===== src/rtl/ser_pkg.sv =====
// Shared types and constants for the bit serializer slice.
package ser_pkg;

   localparam int SER_WORD_W = 8;

   typedef enum logic [1:0] {
      IDLE   = 2'd0,
      SHIFT  = 2'd1,
      PARITY = 2'd2
   } ser_state_e;

   function automatic int ser_cnt_w(input int word_w);
      return $clog2(word_w + 1);
   endfunction

endpackage


===== src/rtl/bit_serializer_if.sv =====
// Upstream word handshake plus downstream serial stream of bit_serializer.
interface bit_serializer_if
   import ser_pkg::*;
#(
   parameter int WORD_W = SER_WORD_W
);

   logic [WORD_W-1:0] in_data;
   logic              in_valid;
   logic              in_ready;
   logic              bit_out;
   logic              bit_valid;
   logic              word_done;
   logic              busy;

   modport master (
      output in_data, in_valid,
      input  in_ready, bit_out, bit_valid, word_done, busy
   );

   modport slave (
      input  in_data, in_valid,
      output in_ready, bit_out, bit_valid, word_done, busy
   );

endinterface


===== src/rtl/ser_hold_buf.sv =====
// One-entry holding buffer with valid/ready handshake in front of the shifter.
module ser_hold_buf #(
   parameter int WORD_W = 8
) (
   input  logic              clk,
   input  logic              rst,
   input  logic [WORD_W-1:0] in_data,
   input  logic              in_valid,
   output logic              in_ready,
   input  logic              take,
   output logic              hold_full,
   output logic [WORD_W-1:0] hold_data
);

   logic accept;

   // Accepting while the shifter drains the entry keeps the stream gap-free.
   assign in_ready = !hold_full || take;
   assign accept   = in_valid && in_ready;

   always_ff @(posedge clk) begin
      if (rst)
         hold_full <= 1'b0;
      else if (accept)
         hold_full <= 1'b1;
      else if (take)
         hold_full <= 1'b0;
   end

   always_ff @(posedge clk) begin
      if (accept)
         hold_data <= in_data;
   end

endmodule


===== src/rtl/bit_serializer.sv =====
// MSB-first word serializer with registered stream outputs.
// Define SER_PARITY_EN to append an even-parity bit after each word's LSB.
module bit_serializer
   import ser_pkg::*;
#(
   parameter int WORD_W = SER_WORD_W
) (
   input  logic             clk,
   input  logic             rst,
   bit_serializer_if.slave  bus
);

   localparam int CNT_W = ser_cnt_w(WORD_W);

   ser_state_e        state;
   logic [CNT_W-1:0]  bit_cnt;
   logic [WORD_W-1:0] shreg;
   logic              bit_out_q;
   logic              bit_valid_q;
   logic              word_done_q;
   logic              hold_full;
   logic [WORD_W-1:0] hold_data;
   logic              take;
   logic              last_bit;
`ifdef SER_PARITY_EN
   logic              par_bit;
`endif

   ser_hold_buf #(.WORD_W(WORD_W)) u_hold (
      .clk       (clk),
      .rst       (rst),
      .in_data   (bus.in_data),
      .in_valid  (bus.in_valid),
      .in_ready  (bus.in_ready),
      .take      (take),
      .hold_full (hold_full),
      .hold_data (hold_data)
   );

   assign last_bit = (bit_cnt == CNT_W'(WORD_W));

   // The hold entry moves in when the shifter is free or shows its final bit.
`ifdef SER_PARITY_EN
   assign take = hold_full && (state == IDLE || state == PARITY);
`else
   assign take = hold_full && (state == IDLE || (state == SHIFT && last_bit));
`endif

   always_ff @(posedge clk) begin
      if (rst) begin
         state       <= IDLE;
         bit_cnt     <= '0;
         shreg       <= '0;
         bit_out_q   <= 1'b0;
         bit_valid_q <= 1'b0;
         word_done_q <= 1'b0;
      end else if (take) begin
         state       <= SHIFT;
         shreg       <= {hold_data[WORD_W-2:0], 1'b0};
         bit_out_q   <= hold_data[WORD_W-1];
         bit_valid_q <= 1'b1;
         word_done_q <= 1'b0;
         bit_cnt     <= CNT_W'(1);
`ifdef SER_PARITY_EN
         par_bit     <= ^hold_data;
`endif
      end else begin
         case (state)
            SHIFT: begin
               if (!last_bit) begin
                  bit_out_q   <= shreg[WORD_W-1];
                  shreg       <= shreg << 1;
                  bit_cnt     <= bit_cnt + CNT_W'(1);
                  bit_valid_q <= 1'b1;
`ifdef SER_PARITY_EN
                  word_done_q <= 1'b0;
`else
                  word_done_q <= (bit_cnt == CNT_W'(WORD_W - 1));
`endif
               end else begin
`ifdef SER_PARITY_EN
                  state       <= PARITY;
                  bit_out_q   <= par_bit;
                  bit_valid_q <= 1'b1;
                  word_done_q <= 1'b1;
`else
                  state       <= IDLE;
                  bit_out_q   <= 1'b0;
                  bit_valid_q <= 1'b0;
                  word_done_q <= 1'b0;
`endif
                  bit_cnt     <= '0;
               end
            end
            default: begin
               // Idle fill is all zeros so it cannot complete a 101 downstream.
               state       <= IDLE;
               bit_cnt     <= '0;
               bit_out_q   <= 1'b0;
               bit_valid_q <= 1'b0;
               word_done_q <= 1'b0;
            end
         endcase
      end
   end

   assign bus.bit_out   = bit_out_q;
   assign bus.bit_valid = bit_valid_q;
   assign bus.word_done = word_done_q;
   assign bus.busy      = hold_full || (state != IDLE);

endmodule


===== src/flat_wrapper.sv =====
// flat-port wrapper written by rule: the top's interface ports become plain ports
module bit_serializer_flat import ser_pkg::*;
#(
   parameter int WORD_W = SER_WORD_W
)
  (clk, rst, bus_in_data, bus_in_valid, bus_in_ready, bus_bit_out, bus_bit_valid, bus_word_done, bus_busy);
  bit_serializer_if #(.WORD_W(WORD_W)) bus_i ();
  input  logic clk;
  input  logic rst;
  input wire logic [$bits(bus_i.in_data)-1:0] bus_in_data;
  input wire logic [$bits(bus_i.in_valid)-1:0] bus_in_valid;
  output wire logic [$bits(bus_i.in_ready)-1:0] bus_in_ready;
  output wire logic [$bits(bus_i.bit_out)-1:0] bus_bit_out;
  output wire logic [$bits(bus_i.bit_valid)-1:0] bus_bit_valid;
  output wire logic [$bits(bus_i.word_done)-1:0] bus_word_done;
  output wire logic [$bits(bus_i.busy)-1:0] bus_busy;
  assign bus_i.in_data = bus_in_data;
  assign bus_i.in_valid = bus_in_valid;
  assign bus_in_ready = bus_i.in_ready;
  assign bus_bit_out = bus_i.bit_out;
  assign bus_bit_valid = bus_i.bit_valid;
  assign bus_word_done = bus_i.word_done;
  assign bus_busy = bus_i.busy;
  bit_serializer #(.WORD_W(WORD_W)) u_core (.clk(clk), .rst(rst), .bus(bus_i));
endmodule

===== config.mk =====
export PLATFORM = sky130hd
export DESIGN_NAME = bit_serializer_flat
export DESIGN_NICKNAME = d
export VERILOG_FILES = /design/src/rtl/ser_pkg.sv /design/src/rtl/bit_serializer_if.sv /design/src/rtl/ser_hold_buf.sv /design/src/rtl/bit_serializer.sv /design/src/flat_wrapper.sv
export SDC_FILE = /design/constraint.sdc
export NUM_CORES = 1
export LEC_CHECK = 0
export ABC_CLOCK_PERIOD_IN_PS = 1800
export BUFFER_PORTS_ARGS = -buffer_cell sky130_fd_sc_hd__buf_2
export CAP_MARGIN = 5
export CORE_ASPECT_RATIO = 0.8
export CORE_MARGIN = 5
export CORE_UTILIZATION = 35
export CTS_CLUSTER_DIAMETER = 120
export CTS_CLUSTER_SIZE = 16
export DETAILED_ROUTE_END_ITERATION = 6
export PLACE_DENSITY = 0.57
export SKIP_CTS_REPAIR_TIMING = 1
export SYNTH_ARGS = -nofsm -noshare
export SYNTH_HDL_FRONTEND = slang
export SYNTH_HIERARCHICAL = 1
export SYNTH_SLANG_ARGS = --single-unit

===== constraint.sdc =====
create_clock -name clk -period 1.8 [get_ports clk]
set_input_delay 0.27 -clock clk [delete_from_list [all_inputs] [get_ports clk]]
set_output_delay 0.27 -clock clk [all_outputs]
set_load 0.02 [all_outputs]

; Word-level counts from Yosys, hierarchy flattened
; Index checks and enable logic that the tools add are counted.
[word_totals]
out_inout_bits = 5
reg_bits = 24
wordCells = 44
[classes]
eq_ne = 4
n_reduce_logical = 12
muxes = 17
n_bitwise = 1
n_addsub = 1
[op_table]
columns = operator, n
row1 = two-way mux 8 bit, 3
row2 = two-way mux 1 bit, 14
row3 = adder 4 x 1 -> 4 bit (second input constant), 1
row4 = == test 4 x 3 -> 1 bit (second input constant), 1
row5 = == test 4 bit (second input constant), 1
row6 = nonzero test 2 bit, 2
row7 = OR reduction 4 bit, 1
row8 = logical AND 1 bit, 3
row9 = logical OR 1 bit, 3
row10 = != test 3 x 2 -> 1 bit (second input constant), 1
row11 = logical NOT 2 bit, 1
row12 = != test 2 bit (second input constant), 1
row13 = AND reduction 2 bit, 1
row14 = logical NOT 1 bit, 1
row15 = inverter 1 bit, 1

; Longest topological paths before layout
[logic_depth]
ltp_word = 7
mapped_depth = 7
depth_no_buf = 7

; Modules after synthesis
; Netlist, hierarchy kept.
[by_module_without_submodules]
columns = mod, cells_per_inst, area_per_inst_um2, seq_area_each_um2, instances
row1 = bit_serializer, 64, 655.6, 300.3, 1
row2 = ser_hold_buf, 13, 295.3, 260.2, 1

; Worst setup path after synthesis
; Ideal clock, no wire load.
[synth_path]
path_kind = reg-to-reg
startpoint = reg u_core.bit_cnt[0]
endpoint = reg u_core.u_hold.hold_data[0] (enable)
stages_incl_launch_ff = 8
synth_period_minus_slack_ps = 1625
t_arrival_ps = 1377
required_ps = 1551
setup_time_ps = 249
path_slack_ps = 175
cell_sequence = dfxtp_1 > inv_1 > ha_1 > nand3b_2 > nand2_2 > and2_1 > nand2b_4 > and2_4
[synth_between]
elab_chain_cells = 6
[synth_lines]
columns = element, line_no
row1 = "start, declared", bit_serializer.sv:16  ; logic [CNT_W-1:0] bit_cnt;
row2 = "start signal, assigned", bit_serializer.sv:73  ; bit_cnt <= bit_cnt + CNT_W'(1);
row3 = == test 4 bit, bit_serializer.sv:40  ; assign last_bit = (bit_cnt == CNT_W'(WORD_W));
row4 = logical AND 1 bit, bit_serializer.sv:46  ; assign take = hold_full && (state == IDLE || (state == SHIFT && last_bit));
row5 = logical OR 1 bit, bit_serializer.sv:46
row6 = logical AND 1 bit, bit_serializer.sv:46
row7 = net u_core.take, bit_serializer.sv:23  ; logic take;
row8 = logical OR 1 bit, ser_hold_buf.sv:18  ; assign in_ready = !hold_full || take;
row9 = net bus_in_ready, flat_wrapper.sv:12  ; output wire logic [$bits(bus_i.in_ready)-1:0] bus_in_ready;
row10 = logical AND 1 bit, ser_hold_buf.sv:19  ; assign accept = in_valid && in_ready;
row11 = net u_core.u_hold.accept, ser_hold_buf.sv:15  ; logic accept;
row12 = "end signal, assigned", ser_hold_buf.sv:32  ; hold_data <= in_data;
row13 = "end, declared", ser_hold_buf.sv:12  ; output logic [WORD_W-1:0] hold_data
; The timed path passes the listed nets, and every way through them passes these cells.
; A chain may end at the register's enable or synchronous reset.

; Worst setup path in the final report
[layout_path]
startpoint = reg u_core.bit_cnt[0]
endpoint = out bus_in_ready
[layout_between]
elab_chain_cells = 5
[layout_lines]
columns = element, line_no
row1 = == test 4 bit, bit_serializer.sv:40
row2 = logical AND 1 bit, bit_serializer.sv:46
row3 = logical OR 1 bit, bit_serializer.sv:46
row4 = logical AND 1 bit, bit_serializer.sv:46
row5 = net u_core.take, bit_serializer.sv:23
row6 = logical OR 1 bit, ser_hold_buf.sv:18
row7 = "end, declared", flat_wrapper.sv:12
; The timed path passes the listed nets, and every way through them passes these cells.

==> out/results.txt <==
Initial Utilization -> 37.70%
Seq pwr share -> 54.6%
Compound-cell area share of the yosys netlist -> 9.605%
Post-route cell area -> 0.001171 mm^2
Antenna violations before repair -> 0
Final period utilization -> 97.03%
Seq/Total Area, Yosys -> 58.95%
TritonCTS clock tree -> done
FFs w/ async S/R, synth -> 0%
Core ar. -> 0.002522 mm^2
Adder-cell share of the synthesized area -> 2.632%
Hold Crit Class -> in2reg
Final hold vios -> 0
Fmax -> 572.6 MHz
First drt pass iteration count -> 4
TritonCTS buffer count -> 3
Status -> finished clean
Worst-path cell chain -> inv_2, ha_4, nand3b_4, nand2_2, and2_4, nand2b_4, buf_6
I/O pin cnt -> 16
Routed vias/inst -> 4.567
Synthesized Nets -> 90
Port-buffer cells -> 15
Final #Nets -> 112
Worst setup margin -> 0.05349 ns
Mapped Cells -> 77
Comb power frac -> 11.4%
Peak VDD IR -> 0.4084 mV
Clock Latency Late Sink -> 0.32 ns
GRT overflow -> 0
Largest area contributor in the netlist -> dfxtp_1
Multiplexer share of the synthesized area -> 7.368%
Yosys top cell area share -> 33.68%
CP max stage cell -> dfxtp_2
Max FO, Critical Path -> 4
CTS max path bufs -> 2
Filler instances -> 248
Die W -> 68.28 um
P_sw -> 249.2 uW
Leakage Power -> 0.4549 nW
Worst slew pin tran -> 0.3026 ns
Cell internal pwr -> 886.7 uW
Synth Register Bits -> 24
Synth Cell Area -> 950.9 um^2
Power density cells -> 970.0 mW/mm^2
Global-route usage over all layers -> 10.30%
Cell area after placement -> 0.001056 mm^2
Data arrival time of the worst path -> 1.48 ns
Synth Area in XOR/XNOR -> 1.842%
Vias in the first global route -> 595
Routed WL -> 1.748 mm
CP Capture Type -> primary output
Vias -> 612
Main synth FF type -> dfxtp_1
Global placement routability congestion -> 0.6637
CP required -> 1.53 ns
Worst path bufs/invs -> 2
Average size of a mapped cell -> 12.35 um^2
Critical path's largest stage delay -> 0.38 ns
Minimum clock period -> 1.747 ns
Htree depth -> 1
Register Area -> 563.0 um^2
Post-synth EDFFs -> 8
Startpoint types -> register
Headroom to the max-slew limit -> 79.80%
Layout cells sized above 1 -> 38.78%
Synth Area in Simple Gates -> 14.87%
Area grow syn2layout -> 23.16%
Main combinational cell family by area after synthesis -> simple AND/OR/NAND/NOR gates
Post-synth cell types -> 28
Synth warn -> 6
Pre-CTS setup slack -> 0.1948 ns
Critical path's top delay family -> simple AND/OR/NAND/NOR gates
Final Skew -> 0.002126 ns
Total Die Area -> 0.003866 mm^2
Reg clk slew, reported paths -> 0.13 ns
Drt drc -> 0
CTS Root Cell -> clkbuf_4
Antenna Cells -> 0
Rows -> 16
RSZ-0062 raised after global routing -> yes
Max-cap check violation count -> 0
Post-route ant nets -> 0
Clk sinks -> 24
DRT iter0 DRCs -> 22
Slew Limit Fails -> 0
Sw Share -> 21.94%
Clock power frac -> 34.0%
Per-cell routed wire length -> 13.04 um
Synth top area cells -> dfxtp_1, edfxtp_1, mux2i_1
Pin count of the biggest net entering global routing -> 17
DP Wirelength -> 1.208 mm
WS Path Type -> reg2out
Die height -> 56.62 um
Final setup viols -> 0
Area occupied by multi-input gates -> 369.1 um^2
First-pass GRT wire length -> 2.918 mm
-- final cells by class --
| cell class | instances | share of cell area [%] |
|---|---|---|
| Multi-Input combinational cell | 45 | 31.52 |
| Inverter | 4 | 1.282 |
| Tap cell | 36 | 3.846 |
| Sequential cell | 24 | 48.08 |
| Clock inverter | 1 | 2.564 |
| Timing Repair Buffer | 21 | 10.79 |
| Clock buffer | 3 | 1.923 |
-- worst reg2reg max path, stage by stage (launching register included) --
cell and delay (ns):
dfxtp_2 0.38, inv_2 0.05, ha_4 0.16, nand3b_4 0.08, nand2_2 0.06, and2_4 0.16, nand2b_4 0.13, buf_4 0.14
and2_4 0.19
-- layout by cell type, fill, tap and decap left out, drive strengths merged --
| cell | synthesis | final |
|---|---|---|
| xor2 | 1 | 1 |
| a211oi | 7 | 7 |
| nand3b | 2 | 2 |
| nor2 | 2 | 2 |
| a311oi | 1 | 1 |
| nand3 | 2 | 2 |
| o211ai | 1 | 1 |
| or2 | 1 | 1 |
| ha | 2 | 2 |
| nand2 | 1 | 1 |
| nand2b | 1 | 1 |
| clkbuf | 1 | 3 |
| clkinv | 1 | 1 |
| and3b | 1 | 1 |
| and2 | 2 | 2 |
| bufinv | 0 | 1 |
| xnor2 | 1 | 1 |
| dfxtp | 16 | 16 |
| inv | 3 | 3 |
| nor3b | 2 | 2 |
| mux2i | 7 | 7 |
| nor3 | 8 | 8 |
| edfxtp | 8 | 8 |
| buf | 3 | 21 |
| a21oi | 3 | 3 |
-- power groups by stage --
stage               logic [mW]  clock network, mW  registers, mW
finish                   0.129              0.386          0.621
global route             0.144              0.418          0.625
CTS                      0.116              0.393          0.619
detailed placement       0.116                  0          0.631
global placement         0.114                  0          0.631
floorplan               0.0826                  0          0.625
-- metrics by stage --
stage / total power [mW] / hold slack (ns) / utilization (%) / TNS, ns / cells
3_5_place_dp: 0.7467 / 0.4481 / 41.87 / 0 / 126
3_3_place_gp: 0.7456 / 0.4463 / 41.87 / 0 / 126
4_1_cts: 1.128 / 0.1066 / 43.95 / -0.1645 / 130
2_1_floorplan: 0.7080 / 0.3324 / - / 0 / 77
6_report: 1.136 / 0.1150 / 46.43 / 0 / 134
5_1_grt: 1.187 / 0.08706 / 46.43 / -0.03387 / 134
-- registers in the layout, indices dropped and copies added (netlist names) --
signal                   count
u_core/bus.bit_out           1
u_core/state                 1
u_core/bit_cnt               4
u_core/u_hold/hold_data      8
u_core/bus.word_done         1
u_core/bus.bit_valid         1
u_core/u_hold/hold_full      1
u_core/shreg                 7
-- routing by layer --
layer	track usage, %	wire length [um]
met3	4.391	128
met4	5.099	46
met5	0	0
met2	13.32	712
met1	14.30	860
-- kinds of logic (layout without fill, tap and decap cells) --
logic type,after synthesis,in the layout
AND/OR/NAND/NOR,22,22
adder cells (fa/ha/maj),2,2
multiplexers,7,7
XOR/XNOR,2,2
buffers and inverters,8,29
AO/OA/AOI/OAI,12,12
flip-flops,24,24
-- Yosys cell counts (2+ instances only) --
cell	number
ha_1	2
buf_4	2
dfxtp_1	16
nor3_1	8
mux2i_1	7
nor3b_1	2
edfxtp_1	8
inv_1	3
a211oi_1	7
nand3_1	2
a21oi_2	2
nor2_1	2
-- final timing paths --
check / startpoint / to / slack (ns) / depth (start not counted)
hold / removal: bus_in_data[0] / u_core/u_hold/hold_data[0] / 0.11 / 1
hold reg to reg: u_core/bit_cnt[0] / u_core/bit_cnt[0] / 0.51 / 1
setup / recovery: u_core/bit_cnt[0] / bus_in_ready / 0.05 / 7
setup reg to reg: u_core/bit_cnt[0] / u_core/u_hold/hold_data[5] / 0.22 / 8
(Power assumes the default switching activity.)
